--- src/rtl/pc_pkg.sv ---
// pc_pkg -- shared constants and next-PC source encoding for pc_sequencer.
//   PC_WIDTH_DEF / PC_STEP_DEF / PC_RESET_VECTOR_DEF / PC_RAS_DEPTH_DEF :
//     default parameter values for the sequencer.
//   pc_src_e : which source feeds the pc register on the next falling edge.
package pc_pkg;

   localparam int unsigned PC_WIDTH_DEF        = 32;
   localparam int unsigned PC_STEP_DEF         = 4;
   localparam int unsigned PC_RESET_VECTOR_DEF = 0;
   localparam int unsigned PC_RAS_DEPTH_DEF    = 8;

   typedef enum logic [2:0] {
      SRC_SEQ  = 3'd0,
      SRC_BR   = 3'd1,
      SRC_JMP  = 3'd2,
      SRC_CALL = 3'd3,
      SRC_RET  = 3'd4,
      SRC_HOLD = 3'd5
   } pc_src_e;

endpackage

--- src/rtl/pc_ras.sv ---
// pc_ras -- circular return-address stack, state updates on falling clk edge.
//   clk, rst_n : clock, async active-low reset (pointer, count, err cleared;
//                entry contents are left as they are)
//   push       : write push_data on top (overwrites oldest entry when full)
//   pop        : remove top entry (ignored and flagged when empty)
//   push_data  : return address to store
//   top        : current top entry (meaningless while empty)
//   count      : number of valid entries, 0..DEPTH
//   full/empty : derived from registered count
//   err        : sticky overflow/underflow flag
// pop takes priority over push if both are requested in the same cycle.
module pc_ras #(
   parameter int unsigned WIDTH = 32,
   parameter int unsigned DEPTH = 8
) (
   input  logic                       clk,
   input  logic                       rst_n,
   input  logic                       push,
   input  logic                       pop,
   input  logic [WIDTH-1:0]           push_data,
   output logic [WIDTH-1:0]           top,
   output logic [$clog2(DEPTH):0]     count,
   output logic                       full,
   output logic                       empty,
   output logic                       err
);

   localparam int unsigned PW = $clog2(DEPTH);
   localparam int unsigned CW = PW + 1;

   logic [WIDTH-1:0] mem_q [DEPTH];
   // ptr_q points at the next free slot; since DEPTH is a power of two the
   // pointer wraps for free, which makes a full-stack push land on the oldest
   // entry.
   logic [PW-1:0]    ptr_q, ptr_d;
   logic [CW-1:0]    cnt_q, cnt_d;
   logic             err_q, err_d;
   logic             do_push;

   assign empty   = (cnt_q == '0);
   assign full    = (cnt_q == CW'(DEPTH));
   assign count   = cnt_q;
   assign err     = err_q;
   assign top     = mem_q[ptr_q - PW'(1)];
   assign do_push = push & ~pop;

   always_comb begin
      ptr_d = ptr_q;
      cnt_d = cnt_q;
      err_d = err_q;
      if (pop) begin
         if (empty) begin
            err_d = 1'b1;
         end else begin
            ptr_d = ptr_q - PW'(1);
            cnt_d = cnt_q - CW'(1);
         end
      end else if (push) begin
         ptr_d = ptr_q + PW'(1);
         if (full) err_d = 1'b1;
         else      cnt_d = cnt_q + CW'(1);
      end
   end

   always_ff @(negedge clk or negedge rst_n) begin
      if (!rst_n) begin
         ptr_q <= '0;
         cnt_q <= '0;
         err_q <= 1'b0;
      end else begin
         ptr_q <= ptr_d;
         cnt_q <= cnt_d;
         err_q <= err_d;
      end
   end

   // Storage is not reset; only pointer/count define what is valid.
   always_ff @(negedge clk) begin
      if (do_push) mem_q[ptr_q] <= push_data;
   end

endmodule

--- src/rtl/pc_sequencer.sv ---
// pc_sequencer -- program counter with branch/jump/call/ret selection.
// State updates on the falling edge of clk; rst_n is async active-low.
//   stall               : hold pc and stack
//   br_taken/br_target  : conditional branch
//   jump/jmp_target     : unconditional jump
//   call                : jump to jmp_target, push pc+STEP
//   ret                 : pop return address and jump to it
//   pc / pc_seq         : registered pc / combinational pc+STEP
//   ras_empty/ras_full  : stack occupancy flags
//   ras_err             : sticky overflow/underflow
// Priority: stall > ret > call > jump > br_taken > sequential.
// Build option: define PC_SEQUENCER_RAS_EN to include the return-address
// stack. Without it call acts as jump, ret as a sequential step, and the
// stack flags are tied to empty/not-full/no-error.
module pc_sequencer
   import pc_pkg::*;
#(
   parameter int unsigned      WIDTH        = PC_WIDTH_DEF,
   parameter logic [WIDTH-1:0] RESET_VECTOR = WIDTH'(PC_RESET_VECTOR_DEF),
   parameter int unsigned      STEP         = PC_STEP_DEF,
   parameter int unsigned      RAS_DEPTH    = PC_RAS_DEPTH_DEF
) (
   input  logic             clk,
   input  logic             rst_n,
   input  logic             stall,
   input  logic             br_taken,
   input  logic [WIDTH-1:0] br_target,
   input  logic             jump,
   input  logic             call,
   input  logic [WIDTH-1:0] jmp_target,
   input  logic             ret,
   output logic [WIDTH-1:0] pc,
   output logic [WIDTH-1:0] pc_seq,
   output logic             ras_empty,
   output logic             ras_full,
   output logic             ras_err
);

   if (WIDTH < 8 || WIDTH > 64) begin : g_bad_width
      $error("pc_sequencer: WIDTH must be 8..64");
   end
   if (RAS_DEPTH < 2 || RAS_DEPTH > 32 || (RAS_DEPTH & (RAS_DEPTH - 1)) != 0) begin : g_bad_depth
      $error("pc_sequencer: RAS_DEPTH must be a power of 2 in 2..32");
   end

   logic [WIDTH-1:0] pc_q, pc_d;
   logic [WIDTH-1:0] ras_top;
   logic             ras_valid;   // a ret can actually pop
   pc_src_e          src;

   assign pc     = pc_q;
   assign pc_seq = pc_q + WIDTH'(STEP);   // wraps modulo 2^WIDTH

`ifdef PC_SEQUENCER_RAS_EN
   logic [$clog2(RAS_DEPTH):0] ras_count;
   logic                       ras_push, ras_pop;

   assign ras_push  = (src == SRC_CALL);
   // Any unstalled ret pops, so an empty-stack ret is flagged as underflow.
   assign ras_pop   = ret & ~stall;
   assign ras_valid = (ras_count != '0);

   pc_ras #(
      .WIDTH (WIDTH),
      .DEPTH (RAS_DEPTH)
   ) u_ras (
      .clk       (clk),
      .rst_n     (rst_n),
      .push      (ras_push),
      .pop       (ras_pop),
      .push_data (pc_seq),
      .top       (ras_top),
      .count     (ras_count),
      .full      (ras_full),
      .empty     (ras_empty),
      .err       (ras_err)
   );
`else
   assign ras_top   = '0;
   assign ras_valid = 1'b0;
   assign ras_empty = 1'b1;
   assign ras_full  = 1'b0;
   assign ras_err   = 1'b0;
`endif

   // Priority decoder; a ret with nothing to pop degrades to a sequential step.
   always_comb begin
      src = SRC_SEQ;
      if      (stall)    src = SRC_HOLD;
      else if (ret)      src = ras_valid ? SRC_RET : SRC_SEQ;
      else if (call)     src = SRC_CALL;
      else if (jump)     src = SRC_JMP;
      else if (br_taken) src = SRC_BR;
   end

   always_comb begin
      pc_d = pc_seq;
      case (src)
         SRC_HOLD: pc_d = pc_q;
         SRC_RET:  pc_d = ras_top;
         SRC_CALL: pc_d = jmp_target;
         SRC_JMP:  pc_d = jmp_target;
         SRC_BR:   pc_d = br_target;
         default:  pc_d = pc_seq;
      endcase
   end

   always_ff @(negedge clk or negedge rst_n) begin
      if (!rst_n) pc_q <= RESET_VECTOR;
      else        pc_q <= pc_d;
   end

endmodule
--- config.mk ---
export PLATFORM = sky130hd
export DESIGN_NAME = pc_sequencer
export DESIGN_NICKNAME = d
export VERILOG_FILES = /design/src/rtl/pc_pkg.sv /design/src/rtl/pc_ras.sv /design/src/rtl/pc_sequencer.sv
export SDC_FILE = /design/constraint.sdc
export NUM_CORES = 1
export LEC_CHECK = 0
export BUFFER_PORTS_ARGS = -buffer_cell sky130_fd_sc_hd__buf_2
export CELL_PAD_IN_SITES_DETAIL_PLACEMENT = 1
export CELL_PAD_IN_SITES_GLOBAL_PLACEMENT = 2
export CORE_ASPECT_RATIO = 0.8
export CORE_MARGIN = 5
export CORE_UTILIZATION = 22
export DETAILED_ROUTE_END_ITERATION = 6
export GPL_TIMING_DRIVEN = 1
export PLACE_DENSITY_LB_ADDON = 0.08
export SYNTH_ARGS = -nofsm -noshare
export SYNTH_HDL_FRONTEND = slang
export SYNTH_HIERARCHICAL = 1
export SYNTH_SLANG_ARGS = --single-unit
--- constraint.sdc ---
create_clock -name clk -period 2.5 [get_ports clk]
set_input_delay 0.75 -clock clk [delete_from_list [all_inputs] [get_ports clk]]
set_output_delay 0.75 -clock clk [all_outputs]
set_load 0.02 [all_outputs]
==> results.md, run 1 <==
- Status: finished, violations left
- Violations in the final reports: negative setup slack
- Register-to-register setup slack: -350 ps
- Pin count of the biggest net entering global routing: 33
- Clock Tree Buf Depth: 2
- Final net count: 678
- Via density: 4.87
- Worst Path Max Fanout: 4
- Via count: around 3.7k
- Post-Place Cell Area: around 0.0047 mm2
- CTS Hold Bufs: 0
- Clock-pin transition on the worst setup and hold timing paths: ~40 ps
- 1st-pass router iterations: 4
- Final setup fails: between 90 and 100
- R2R depth: 16
- Drt wl/cell: 19.3 um
- Top-level port count: 138
- Reg2reg start: pc[14]$_DFFE_NN0P_
- Post-placement setup slack: -1290 ps
- Worst Skew: approximately 5.7 ps
- Gr usage total: 20.7%
- CP Data Required Time: approximately 1800 ps
- Post-DP HPWL: between 9000 and 10,000 um
- Worst setup slack after layout: -1540 ps
- Crit path capture type: primary output
- Synthesized cell area: between 0.002 and 0.003 mm2
- Final Cell Area: 0.00650 mm2
- DIE AREA: about 0.014 mm2
- Crit Path Category: reg -> out
- Max reg flops: 32
- Starting Density: between 20 and 25%
- RePlAce Congestion: between 0.7 and 0.8
- Syn. warnings: 6
- Avg Cell Area, Syn: about 8.4 um2
- DRC violations left: 0
- CTS buffer count: 5
- Min-Delay Endpoint: pc[29]$_DFFE_NN0P_
- Core ar.: around 0.011 mm2
- Die Span Y: between 100 and 150 um
- Area Overhead vs Synth: 155%
- WL met2: between 7000 and 8000 um
- TNS Setup: -70,880 ps
- Synth unique cells: 46
- Max stage delay on crit path: 470 ps
- Cell Rows: 35
- Clock root cell: clkbuf_16
- Static leakage: between 2 and 3 nW
- Initial DRC count: 88
- Worst vdd ir: 0.253 mV
- Overflow after GRT: 0
- Initial antenna violation count: 0
- Total power: 0.00380 W
- N_diodes: 0
- Wl on met1: ~6300 um
- CP max stage cell: dfrtn_1
- # Max-Cap Violations: 0
- Final hold slack: around 600 ps
- Final hold vios: 0
- Most frequent CP cell: buf_6
- Tightest Hold Check Type: reg -> reg
- Mapped Cells: around 310
- Post-synthesis register bit count: 32
- H-Tree Depth: 2
- Hold path depth: 2
- Remaining antenna violation count: 0
- Chip width: around 130 um
- RSZ-0062 raised after global routing: yes
- Worst-skew pair later-pin latency: roughly 300 ps
- CTS tree: done
- Post-Route WL: 14,600 um
- Pwr/cell area: about 600 mW/mm2
- CP startpoint: pc[12]$_DFFE_NN0P_
- Worst hold start: pc[29]$_DFFE_NN0P_
- Sequential element share of the synthesized area: 31.4%
- Startpoint Class: flop
- Commonest non-fill, non-tap cell in the layout: buf_4
- Sink Count: 32
- Reg2reg end: pc[28]$_DFFE_NN0P_
- Crit path DAT: approximately 3300 ps
- Met3 WL: 789 um
- I/O Buffers: around 130
- Top layer in use: met4
- Most frequent cells in the layout: buf_4, buf_6, buf_2
- First-pass GRT wire length: 22,400 um
- Cell Chain, Critical Path: nand4_4 -> buf_6 -> nor4_4 -> buf_6 -> and4_4 -> xnor2_2 -> buf_4
- Share of cells above drive strength 1: 72.0%
- Number of global-route vias before repair: approximately 4.1k
- Pins Over Slew Limit: 0
[cells in the mapped netlist (all sizes together)]
cell type / n / area, um2
a221oi: 18 / 158
or2: 1 / 6.26
nor2: 17 / 66.3
conb: 2 / 7.51
nor3: 6 / 30.0
or4: 1 / 11.3
nor4b: 1 / 15.0
a22oi: 4 / 30.0
mux2i: 2 / 20.0
a31oi: 3 / 18.8
buf: 9 / 55.1
xnor2: 25 / 219
nand3: 9 / 62.6
nand2: 21 / 78.8
ha: 1 / 12.5
o21ai: 19 / 95.1
and4: 2 / 17.5
clkbuf: 13 / 48.8
o22ai: 4 / 25.0
dfrtn: 32 / 801
nor4: 5 / 67.6
a221o: 9 / 90.1
o21a: 3 / 22.5
a21oi: 34 / 170
o21ba: 1 / 10.0
nand4: 10 / 83.8
a2bb2oi: 12 / 105
o31a: 5 / 43.8
inv: 26 / 97.6
and3: 4 / 26.3
o22a: 1 / 8.76
xor2: 3 / 26.3
a22o: 1 / 8.76
o32ai: 1 / 8.76
[power by group]
part / leakage (nW) / switching [W] / internal, W
clock: 0.0712 / 0.000238 / 0.000398
combinational: 2.57 / 0.00118 / 0.00127
sequential: 0.341 / 0.0000995 / 0.000619
[worst max path at each step]
stage,cells after the start,slack (ps),endpoint
floorplan,4,-1290,pc_seq[31]
global placement,7,-1260,pc_seq[12]
detailed placement,7,-1290,pc_seq[12]
CTS,7,-1520,pc_seq[22]
global route,7,-1640,pc_seq[22]
finish,7,-1540,pc_seq[22]
[worst max-delay path: cells and delay by family, from the launching register on]
family | cells | cell delay [ps]
simple gates | 3 | 650
xor+xnor | 1 | 110
buf+inv | 3 | 490
flops | 1 | 470
[per-layer routing]
layer / vias to the layer above / track usage (%)
met1: 1823 / 27.6
li1: 1740 / -
met2: 102 / 35.1
met3: 14 / 3.82
met5: - / 0
met4: 0 / 3.86
[cell type report]
| type | instances | area, um2 |
|---|---|---|
| Fill cell | 1259 | 4930 |
| Timing Repair Buffer | 314 | 2790 |
| Multi-Input combinational cell | 227 | 2470 |
| Sequential cell | 32 | 801 |
| Tap cell | 148 | 185 |
| Clock buffer | 8 | 146 |
| Inverter | 26 | 104 |
[per-stage QoR]
step                utilization [%]  std cells
finish                         56.9        755
detailed placement             40.8        679
global route                   56.9        755
global placement               40.8        679
floorplan                         -        306
CTS                            53.9        740
[timing repair]
action,in CTS,in global routing
pin swaps,59,41
gates cloned,2,0
hold endpoints to repair,0,0
setup endpoints to repair,96,96
buffers inserted,73,37
resized for setup,232,63
[cells by family (layout without fill, tap and decap cells)]
family / count (synthesis) / count (layout) / synth area share (%)
AOI/OAI and AO/OA: 115 / 116 / 31.2
and+or+nand+nor: 77 / 77 / 18.3
buffers and inverters: 48 / 348 / 7.91
DFF: 32 / 32 / 31.4
xor gates and xnor gates: 28 / 28 / 9.63
other: 2 / 3 / 0.295
muxes: 2 / 2 / 0.786
adders and majority gates: 1 / 1 / 0.491
Power figures use the tool's default switching activity.
==> run 2, diff against run 1 <==
--- a/config.mk
+++ b/config.mk
@@ -6,11 +6,8 @@
 export NUM_CORES = 1
 export LEC_CHECK = 0
 export BUFFER_PORTS_ARGS = -buffer_cell sky130_fd_sc_hd__buf_2
-export CELL_PAD_IN_SITES_DETAIL_PLACEMENT = 1
-export CELL_PAD_IN_SITES_GLOBAL_PLACEMENT = 2
-export CORE_ASPECT_RATIO = 0.8
 export CORE_MARGIN = 5
-export CORE_UTILIZATION = 22
+export CORE_UTILIZATION = 29
 export DETAILED_ROUTE_END_ITERATION = 6
 export GPL_TIMING_DRIVEN = 1
 export PLACE_DENSITY_LB_ADDON = 0.08
==> results.md, run 2 (synthesis results as in run 1) <==
- Status: finished, violations left
- Violations in the final reports: negative setup slack
- Crit Path Category: reg -> out
- Post-DP HPWL: 8190 um (-17%)
- Chip width: 104 um (-20%)
- Crit path DAT: 3280 ps (about the same)
- Final Cell Area: 0.00638 mm2 (-1.8%)
- Starting Density: 29.5% (+7.2 points)
- CP Data Required Time: 1750 ps (about the same)
- Gr usage total: 22.2% (+1.4 points)
- Startpoint Class: flop
- Remaining antenna violation count: 0 (unchanged)
- Most frequent cells in the layout: buf_6, buf_4, buf_2
- Overflow after GRT: 0 (unchanged)
- Worst setup slack after layout: -1530 ps (+13.8 ps)
- Worst Path Max Fanout: 4 (unchanged)
- Sink Count: 32 (unchanged)
- Final net count: 672 (-0.88%)
- Via count: 3,635 (-1.2%)
- Share of cells above drive strength 1: 73.0% (+1.1 points)
- Worst-skew pair later-pin latency: 290 ps (about the same)
- Post-placement setup slack: -1210 ps (+89.2 ps)
- Clock Tree Buf Depth: 2 (unchanged)
- RePlAce Congestion: 0.817 (+4.6%)
- Final hold vios: 0 (unchanged)
- 1st-pass router iterations: 4 (unchanged)
- Commonest non-fill, non-tap cell in the layout: buf_6
- Initial antenna violation count: 0 (unchanged)
- Clock-pin transition on the worst setup and hold timing paths: 50 ps (about the same)
- Worst vdd ir: 0.256 mV (+1.2%)
- Filler cells: 583 (-54%)
- Via density: 5.13 (+5.2%)
- Die Span Y: 104 um (-2.4%)
- N_diodes: 0 (unchanged)
- Area Overhead vs Synth: 151%
- Max reg flops: 32 (unchanged)
- Post-Route WL: 13,200 um (-9.9%)
- CTS Hold Bufs: 0 (unchanged)
- DRC violations left: 0 (unchanged)
- # Max-Cap Violations: 0 (unchanged)
- Post-Place Cell Area: 0.00449 mm2 (-3.8%)
- Top-level port count: 138 (unchanged)
- Initial DRC count: 173 (+97%)
- Cell Rows: 34 (-2.9%)
- Drt wl/cell: 18.6 um (-4.0%)
- Clock root cell: clkbuf_8
- Pwr/cell area: 558 mW/mm2 (-4.7%)
- Pin count of the biggest net entering global routing: 33 (unchanged)
- First-pass GRT wire length: 19,800 um (-12%)
- Worst Skew: 4.18 ps (-1.53 ps)
- Core ar.: 0.00864 mm2 (-24%)
- I/O Buffers: 134 (unchanged)
- Crit path capture type: primary output
- Tightest Hold Check Type: reg -> reg
- Number of global-route vias before repair: 3,850 (-6.7%)
- RSZ-0062 raised after global routing: yes
- H-Tree Depth: 2 (unchanged)
- Pins Over Slew Limit: 0 (unchanged)
- DIE AREA: 0.0108 mm2 (-22%)
- Final setup fails: 96 (unchanged)
- CTS buffer count: 5 (unchanged)
- Static leakage: 2.94 nW (-1.5%)
- CTS tree: done
==> run 2: cell types whose count changed in the layout (fill, tap and decap cells not counted), sizes merged <==
cell      before  now
clkinvlp       1    0
and3           4    5
inv           25   26
buf          314  307
==> run 2: layer usage <==
metal / global-route usage, % / vias up / routed length, um
li1: - / 1732 / -
met1: 27.0 / 1763 / 5310
met2: 39.1 / 122 / 7010
met3: 4.54 / 18 / 636
met4: 6.66 / 0 / 207
met5: 0 / - / 0
==> run 2: layout make-up <==
| type | count | area, um2 | share of cell area (%) |
|---|---|---|---|
| inverter | 26 | 103 | 1.61 |
| timing repair buffer | 307 | 2750 | 43.0 |
| tap | 108 | 135 | 2.12 |
| clock buffer | 8 | 90.1 | 1.41 |
| multi-input combinational | 228 | 2510 | 39.3 |
| sequential | 32 | 801 | 12.5 |
==> run 2: per-stage QoR <==
step                utilization, %  setup TNS, ps  power [W]  cells  hold WS (ps)
floorplan                        -         -52980    0.00165    306           625
global placement              51.9         -60300    0.00234    629           506
detailed placement            51.9         -61500    0.00235    629           523
CTS                           68.5         -68570    0.00331    689           563
global route                  73.9         -76320    0.00373    709           614
finish                        73.9         -72060    0.00356    709           579
==> run 2: worst max-delay path, stage by stage, from the launching register on <==
cell and delay (ps):
dfrtn_1 440, buf_6 120, ha_4 140, nand3_4 100
nor2_1 290, nand4_1 280, xnor2_2 200, buf_4 160
==> run 2: repair_timing <==
item / in CTS / in global routing
setup endpoints to repair: 96 / 96
gates cloned: 5 / 0
setup buffers: 49 / 40
pin swaps: 58 / 41
resized for setup: 223 / 92
==> run 2: final timing paths <==
check	startpoint	to	slack, ps	cells past startpoint
worst max-delay path	pc[2]$_DFFE_NN0P_	pc_seq[24]	-1530	7
worst min register to register	pc[0]$_DFFE_NN0P_	pc[0]$_DFFE_NN0P_	580	2
max in group asynchronous	rst_n	pc[27]$_DFFE_NN0P_	730	2
min in group asynchronous	rst_n	pc[17]$_DFFE_NN0P_	1550	2
worst min-delay path	pc[0]$_DFFE_NN0P_	pc[0]$_DFFE_NN0P_	580	2
worst max register to register	pc[2]$_DFFE_NN0P_	pc[28]$_DFFE_NN0P_	-300	17
==> run 2: power breakdown <==
group          switching (W)  internal, W  total [W]
registers          0.0000932     0.000619   0.000712
clock network       0.000192     0.000224   0.000416
logic                0.00117      0.00126    0.00243
==> run 3, diff against run 2 <==
--- a/config.mk
+++ b/config.mk
@@ -6,6 +6,7 @@
 export NUM_CORES = 1
 export LEC_CHECK = 0
 export BUFFER_PORTS_ARGS = -buffer_cell sky130_fd_sc_hd__buf_2
+export CORE_ASPECT_RATIO = 0.9
 export CORE_MARGIN = 5
 export CORE_UTILIZATION = 29
 export DETAILED_ROUTE_END_ITERATION = 6
==> results.md, run 3 (synthesis results as in run 1) <==
- Final net count: 673 (+0.15%)
- Pwr/cell area: 564 mW/mm2 (+1.1%)
- # Max-Cap Violations: 0 (unchanged)
- Comb pwr share: 67.7% (-0.6 points)
- Tightest Hold Check Type: reg -> reg
- Max reg flops: 32 (unchanged)
- Crit Path Category: reg -> out
- RSZ-0062 raised after global routing: yes
- Worst Skew: 3.94 ps (-0.236 ps)
- Internal Pwr Total: 0.00208 W (-1.4%)
- H-Tree Depth: 2 (unchanged)
- Share of cells above drive strength 1: 71.8% (-1.3 points)
- Multi-input logic area: 0.00240 mm2 (-4.2%)
- Crit path capture type: primary output
- Post-Route WL: 12,300 um (-6.5%)
- Status: finished, violations left
- DIE AREA: 0.0108 mm2 (about the same)
- Final hold slack: 602 ps (+22.2 ps)
- Total power: 0.00351 W (-1.4%)
- Filler cells: 642 (+10%)
- Via count: 3,610 (-0.69%)
- Crit path DAT: 3220 ps (-60 ps)
- Storage element area: 801 um2 (unchanged)
- Final hold vios: 0 (unchanged)
- Pins Over Slew Limit: 0 (unchanged)
- Most frequent cells in the layout: buf_4, buf_6, buf_2
- Worst Path Max Fanout: 6 (+2)
- Starting Density: 29.7% (+0.23 points)
- Pin count of the biggest net entering global routing: 33 (unchanged)
- Overflow after GRT: 0 (unchanged)
- Static leakage: 2.91 nW (-1.0%)
- CTS buffer count: 5 (unchanged)
- CP Data Required Time: 1750 ps (about the same)
- Startpoint Class: flop
- Cell Rows: 32 (-5.9%)
- Initial antenna violation count: 0 (unchanged)
- Switch share: 40.8% (about the same)
- Worst-skew pair later-pin latency: 290 ps (about the same)
- DRC violations left: 0 (unchanged)
- Gr usage total: 21.3% (-0.84 points)
- Worst setup slack after layout: -1470 ps (+53.6 ps)
- Drt wl/cell: 17.1 um (-8.1%)
- Clock Tree Buf Depth: 2 (unchanged)
- Area Overhead vs Synth: 144%
- Violations in the final reports: negative setup slack
- Sink Count: 32 (unchanged)
- Chip width: 109 um (+4.9%)
- N_diodes: 0 (unchanged)
- Remaining antenna violation count: 0 (unchanged)
- Commonest non-fill, non-tap cell in the layout: buf_4
- Via density: 5.01 (-2.3%)
- 1st-pass router iterations: 4 (unchanged)
- I/O Buffers: 134 (unchanged)
- Net switching power: 0.00143 W (-1.4%)
- Sequential Power Share: 20.2% (+0.2 points)
- Initial DRC count: 74 (-57%)
- Worst vdd ir: 0.229 mV (-10%)
- Number of global-route vias before repair: 3,603 (-6.4%)
- First-pass GRT wire length: 18,100 um (-8.4%)
- Die Span Y: 98.9 um (-4.6%)
- RePlAce Congestion: 0.810 (-0.88%)
- Core ar.: 0.00857 mm2 (-0.78%)
- Clock-pin transition on the worst setup and hold timing paths: 50 ps (about the same)
- Post-DP HPWL: 8050 um (-1.8%)
- Clock root cell: clkbuf_8
- Clock power share: 12.1% (+0.4 points)
- Final setup fails: 96 (unchanged)
- Top-level port count: 138 (unchanged)
- CTS tree: done
- Register-to-register setup slack: 390 ps (+690 ps)
[run 3: changes by cell type in the layout (fill, tap and decap cells not counted), moves of 4 or more]
cell	delta
a21oi_2	-5
buf_6	-32
a221oi_4	-5
buf_4	+27
buf_8	+4
a221oi_2	+7
a21oi_1	+4
[run 3: through the flow]
stage                     setup slack [ps]  setup TNS [ps]  utilization, %  cell area (um2)  instances
final                                -1470          -69270            72.6             6220        721
after global routing                 -1590          -73770            72.6             6220        721
after CTS                            -1470          -66870            66.4             5690        693
after detailed placement             -1190          -61100            54.0             4620        655
after global placement               -1180          -60020            54.0             4620        655
after floorplan                      -1290          -52980               -             3080        306
[run 3: path summary, 6_finish.rpt]
kind,startpoint,to,cells after the start
setup reg to reg,pc[2]$_DFFE_NN0P_,pc[28]$_DFFE_NN0P_,10
max in group asynchronous,rst_n,pc[3]$_DFFE_NN0P_,2
hold / removal,pc[0]$_DFFE_NN0P_,pc[0]$_DFFE_NN0P_,2
min in group asynchronous,rst_n,pc[15]$_DFFE_NN0P_,2
setup / recovery,pc[8]$_DFFE_NN0P_,pc_seq[31],6
hold reg to reg,pc[0]$_DFFE_NN0P_,pc[0]$_DFFE_NN0P_,2
[run 3: what timing repair did]
item                       CTS  global route
gates resized for setup    191            75
buffers inserted            29            40
hold buffers                 0             0
setup endpoints to repair   96            96
pin swaps                   43            42
gates cloned                 4             0
[run 3: per-layer routing]
| layer | global-route usage (%) | share of wire, % | vias to the layer above |
|---|---|---|---|
| met5 | 0 | 0 | - |
| met4 | 6.89 | 2.6 | 0 |
| met3 | 3.93 | 6.3 | 23 |
| met2 | 36.4 | 51 | 126 |
| met1 | 27.1 | 40 | 1721 |
| li1 | - | - | 1740 |
[run 3: critical path, cell delays in order (launching register included)]
cell and delay, ps:
dfrtn_1 470, nand3_4 150, nor4_4 310, buf_4 190, nand4_1 200, xnor2_2 190
buf_4 150
[run 3: layout make-up]
class	instances	share of cell area, %
clock buffer	8	1.45
tap	119	2.39
sequential	32	12.9
inverter	26	1.61
multi-input combinational	228	38.6
timing repair buffer	308	43.1
[run 3: power groups by stage]
stage,Combinational [W],Clock [W],Sequential (W)
2_1_floorplan,0.000772,0,0.000883
3_3_place_gp,0.00168,0,0.000697
3_5_place_dp,0.00169,0,0.000700
4_1_cts,0.00212,0.000434,0.000706
5_1_grt,0.00251,0.000453,0.000719
6_report,0.00238,0.000424,0.000710
